[config.mk]
export PLATFORM = sky130hd
export DESIGN_NAME = jtag_master
export DESIGN_NICKNAME = d
export VERILOG_FILES = /design/src/rtl/jtag_master.sv
export SDC_FILE = /design/constraint.sdc
export NUM_CORES = 1
export LEC_CHECK = 0
export CELL_PAD_IN_SITES_DETAIL_PLACEMENT = 1
export CELL_PAD_IN_SITES_GLOBAL_PLACEMENT = 2
export CORE_MARGIN = 4
export CORE_UTILIZATION = 36
export DETAILED_ROUTE_END_ITERATION = 10
export GPL_TIMING_DRIVEN = 0
export PLACE_DENSITY = 0.93
export RECOVER_POWER = 25
export SLEW_MARGIN = 30
export SYNTH_ARGS = -nofsm -noshare
export SYNTH_HDL_FRONTEND = slang
export SYNTH_SLANG_ARGS = --single-unit
[constraint.sdc]
create_clock -name clk -period 5.6 [get_ports clk]
set_input_delay 0.84 -clock clk [delete_from_list [all_inputs] [get_ports clk]]
set_output_delay 0.84 -clock clk [all_outputs]
set_load 0.02 [all_outputs]
[src/rtl/jtag_master.sv]
// Clock-divided JTAG initiator: shifts up to 32 TMS/TDI bits per command
// and returns the TDO bits captured at the end of each TCK high phase.
module jtag_master #(
    parameter int unsigned DIV   = 2,
    parameter int unsigned W_DIV = 8
) (
    input  logic        clk,
    input  logic        rst_n,
    input  logic        cmd_valid,
    output logic        cmd_ready,
    input  logic [4:0]  cmd_len,
    input  logic [31:0] cmd_tms,
    input  logic [31:0] cmd_tdi,
    output logic        rsp_valid,
    input  logic        rsp_ready,
    output logic [31:0] rsp_tdo,
    output logic        busy,
    output logic        tck,
    output logic        tms,
    output logic        tdi,
    input  logic        tdo
);

    localparam logic [W_DIV-1:0] CNT_LAST = W_DIV'(DIV - 1);

    typedef enum logic [1:0] {
        IDLE,
        LOW,
        HIGH,
        RESP
    } state_t;

    state_t      state;
    state_t      state_next;

    logic [W_DIV-1:0] cnt;
    logic [5:0]       idx;
    logic [4:0]       len;
    logic [31:0]      tms_sh;
    logic [31:0]      tdi_sh;
    logic [31:0]      cap;
    logic [31:0]      cap_next;
    logic             cnt_done;
    logic             last_bit;

    assign cnt_done  = (cnt == CNT_LAST);
    assign last_bit  = (idx == {1'b0, len});
    assign cmd_ready = (state == IDLE);
    assign busy      = (state != IDLE);

    // Capture vector with the current TDO sample merged in at the bit index.
    always_comb begin
        cap_next = cap;
        cap_next[idx[4:0]] = tdo;
    end

    // State register.
    always_ff @(posedge clk) begin
        if (!rst_n) begin
            state <= IDLE;
        end else begin
            state <= state_next;
        end
    end

    // Next-state logic.
    always_comb begin
        state_next = state;
        case (state)
            IDLE: if (cmd_valid) state_next = LOW;
            LOW:  if (cnt_done) state_next = HIGH;
            HIGH: if (cnt_done) state_next = last_bit ? RESP : LOW;
            RESP: if (rsp_ready) state_next = IDLE;
            default: state_next = IDLE;
        endcase
    end

    // Datapath: half-period counter, bit shifting, TDO capture and response.
    // The shift registers hold the bits still to be driven; bit 0 of the
    // command goes straight to tms/tdi at acceptance, so they load bits 31:1.
    always_ff @(posedge clk) begin
        if (!rst_n) begin
            cnt       <= '0;
            idx       <= '0;
            len       <= '0;
            tms_sh    <= '0;
            tdi_sh    <= '0;
            cap       <= '0;
            tck       <= 1'b0;
            tms       <= 1'b1;
            tdi       <= 1'b0;
            rsp_valid <= 1'b0;
            rsp_tdo   <= '0;
        end else begin
            case (state)
                IDLE: begin
                    if (cmd_valid) begin
                        len    <= cmd_len;
                        tms_sh <= {1'b0, cmd_tms[31:1]};
                        tdi_sh <= {1'b0, cmd_tdi[31:1]};
                        idx    <= '0;
                        cap    <= '0;
                        cnt    <= '0;
                        tms    <= cmd_tms[0];
                        tdi    <= cmd_tdi[0];
                    end
                end
                LOW: begin
                    if (cnt_done) begin
                        cnt <= '0;
                        tck <= 1'b1;
                    end else begin
                        cnt <= cnt + W_DIV'(1);
                    end
                end
                HIGH: begin
                    if (cnt_done) begin
                        cnt <= '0;
                        tck <= 1'b0;
                        cap <= cap_next;
                        idx <= idx + 6'd1;
                        if (last_bit) begin
                            rsp_valid <= 1'b1;
                            rsp_tdo   <= cap_next;
                        end else begin
                            tms    <= tms_sh[0];
                            tdi    <= tdi_sh[0];
                            tms_sh <= tms_sh >> 1;
                            tdi_sh <= tdi_sh >> 1;
                        end
                    end else begin
                        cnt <= cnt + W_DIV'(1);
                    end
                end
                RESP: begin
                    if (rsp_ready) begin
                        rsp_valid <= 1'b0;
                    end
                end
                default: ;
            endcase
        end
    end

endmodule

==> results.py <==
metrics = {
    "grt": {
        "antenna_found_initial": 0,
        "globalRoute.totalOverflow": 0,
        "grt_util_all_layers": 0.187,
        "grt_pass1_wl_um": 33100,
        "grt_max_degree": 17,
        "first_global_vias": 6294,
    },
    "worst_setup_path": {
        "crit_path_end_kind": "flip-flop",
        "crit_path_max_fanout": 10,
        "worst_ep_arrival_time_ns": 3.37,
        "crit_type": "reg -> reg",
        "timing.critical_path.required_ns": 5.89,
        "crit_path_start_kind": "flip-flop",
    },
    "run": {
        "max_cap_viol_count": 0,
    },
    "synthesis": {
        "netlist_top_cells_area": "dfxtp_1, a211oi_2, mux2i_1",
        "synth_top_cell_by_area": "dfxtp_1",
        "async_reset_ff_frac": 0,
        "multiplexer_fraction_of_the_synthesized_cell_area": 0.135,
        "syn-num-nets": 839,
        "postSynthRegisterBits": 151,
        "synth-edff-count": 0,
        "netlist_area_sq_um": 7130,
        "synthesis.instances": 755,
        "yosys_warnings": 0,
        "yosys.cell_types.count": 45,
        "postSynth.topFlopCell": "dfxtp_1",
        "synth_sequential_area_ratio": 0.424,
        "synth-compound-area-share": 0.201,
        "fraction_of_synthesized_cell_area_taken_by_the_top_area_cell_type": 0.424,
        "synth_adder_area_share": 0.0176,
        "synth-simple-area-share": 0.152,
        "synth_top_family_by_area": "compound AO/OA/AOI/OAI gates",
        "synth.avg_cell_area_sq_um": 9.44,
        "synth_xor_area_frac": 0.0184,
    },
    "detailed_routing": {
        "drt.antenna.violating_nets": 0,
        "vias_per_cell": 5.06,
        "drc": 0,
        "route.layer.met1.wl_um": 9250,
        "routed_wire_length_um": 19900,
        "highest-signal-layer": "met4",
        "drtPass1Iterations": 4,
        "vias": 5870,
        "wl_met3_um": 756,
        "route.detailed.wl_per_inst_um": 17.1,
        "drt-initial-drc-count": 186,
        "route.met2.wl_um": 9700,
    },
    "finish": {
        "finalNetCount": 967,
        "post_route_cells_drive_above_1_share": 0.147,
        "commonest_cells_after_routing_fill_and_taps_aside": "nor2_1, dfxtp_1, mux2i_1",
        "layout.cells.most_common": "nor2_1",
        "postLayoutCoreUtil": 0.470,
        "n_antenna_cell": 0,
        "fill_cell_total_of_the_finished_layout": 2227,
        "syn_to_final_growth_pct": 28.4,
    },
    "timing": {
        "drv_slew": 0,
        "tightest_slew_ns": 0.821,
        "finalCritPeriodShare": 0.550,
        "relSlewSlack": 0.452,
        "fin_worst_skew_ns": 0.00622,
        "rsz0062_at_grt": "false",
        "fin_setup_tns_ns": 0,
        "max_clock_freq_ghz": 0.325,
        "final-hold-violation-count": 0,
        "final.min_clock_period_ns": 3.08,
        "report.final.setup_viol": 0,
    },
    "floorplanning": {
        "die_height_um": 149,
        "die_w_um": 149,
        "io-pin-count": 112,
        "num_rows": 51,
        "fp.coreArea_sq_um": 19500,
        "start_util": 0.366,
        "floorplan.die_area_sq_um": 22100,
    },
    "place": {
        "io_buffer_count": 109,
        "place.detailed.hpwl_um": 14500,
        "gp_routability_congestion": 0.791,
    },
    "clock_network": {
        "root_buffer": "clkbuf_16",
        "post_cts_buffers": 0,
        "cts_max_level": 4,
        "cts-root-to-sink-buffers": 2,
        "path_clk_slew_ns": 0.06,
        "cts_sinks": 151,
        "clk_latency_ns": 0.42,
        "cts_hold_repair.buffers": 0,
        "postCtsResizedCells": 0,
        "cts_buf_count": 17,
        "cts_tree": "built",
    },
    "outcome": {
        "status": "completed",
    },
    "power": {
        "power-per-cell-area_nw_per_um2": 346,
        "ir_worst_vdd_mv": 0.233,
        "static-leakage-power_nw": 3.21,
        "p_total_mw": 3.17,
    },
    "hold_path": {
        "hold_path_class": "reg -> reg",
    },
}
kinds of logic (layout without fill, tap and decap cells):
| family | after synthesis | after routing |
|---|---|---|
| muxes | 94 | 94 |
| buffers and inverters | 73 | 213 |
| AOI/OAI and AO/OA | 156 | 156 |
| xor gates and xnor gates | 15 | 15 |
| DFF | 151 | 151 |
| and+or+nand+nor | 256 | 256 |
| adders and majority gates | 10 | 10 |
report_power, final:
| group | switching (mW) | internal, mW |
|---|---|---|
| Combinational | 0.421 | 0.314 |
| Sequential | 0.0657 | 1.19 |
| Clock | 0.461 | 0.720 |
| Total | 0.947 | 2.22 |
critical path, cell delays in order (launching register included):
cell	delay (ns)
dfxtp_1	0.34
inv_1	0.12
ha_1	0.24
clkbuf_1	0.40
nand2_1	0.29
nor2_1	0.61
nor2_1	0.29
clkbuf_1	0.32
a22oi_1	0.28
nor2_1	0.06
through the flow:
step | cells | hold WS, ns | cell area [sq um] | setup WS [ns]
6_report | 1160 | 0.452 | 9160 | 2.52
5_1_grt | 1160 | 0.483 | 9160 | 2.22
4_1_cts | 1160 | 0.461 | 9160 | 2.53
3_5_place_dp | 1129 | 0.451 | 8550 | 2.42
3_3_place_gp | 1129 | 0.438 | 8550 | 2.42
2_1_floorplan | 755 | 0.428 | 7130 | 2.95
cell usage after synthesis, types with 3 or more instances:
master / n
buf_6: 12
nand3_1: 30
buf_1: 3
ha_1: 10
nor2_1: 158
xnor2_1: 7
o2111ai_1: 4
o21ai_0: 24
and3_1: 3
nand2b_1: 7
mux2i_1: 75
dfxtp_1: 151
xor2_1: 8
a211oi_2: 61
inv_1: 9
clkbuf_1: 45
a22oi_1: 20
a211oi_1: 14
nand2_1: 44
a2bb2oi_1: 11
mux2_2: 19
a21oi_1: 10
state kept, by name, indices dropped and copies added (netlist names):
register / flops
cap: 32
cnt: 8
idx: 6
len: 5
rsp_tdo: 32
rsp_valid: 1
state: 2
tck: 1
tdi: 1
tdi_sh: 31
tms: 1
tms_sh: 31
worst paths after layout:
kind | start | end | slack (ns) | cells after the start
max | state[0] | cap[2] | 2.52 | 9
min | rsp_tdo[0] | rsp_tdo[0] | 0.45 | 2
max reg2reg | state[0] | cap[2] | 2.52 | 9
min reg2reg | rsp_tdo[0] | rsp_tdo[0] | 0.45 | 2
layer usage:
layer  up-vias  track usage
met3        15       0.0353
li1       2918            -
met1      2843        0.243
met5         -            0
met2        94        0.321
met4         0       0.0490
final cells by class:
| cell class | count | area [sq um] | share of cell area |
|---|---|---|---|
| plain buffers | 63 | 332 | 0.0362 |
| flip-flops and latches | 151 | 3020 | 0.330 |
| multi-input cells | 531 | 3730 | 0.408 |
| inverters | 10 | 37.5 | 0.00410 |
| clock inverters | 12 | 153 | 0.0167 |
| clock buffers | 19 | 453 | 0.0495 |
| well taps | 265 | 332 | 0.0362 |
| repair buffers | 109 | 1090 | 0.119 |
No activity file was read; power rests on OpenSTA's default activity.
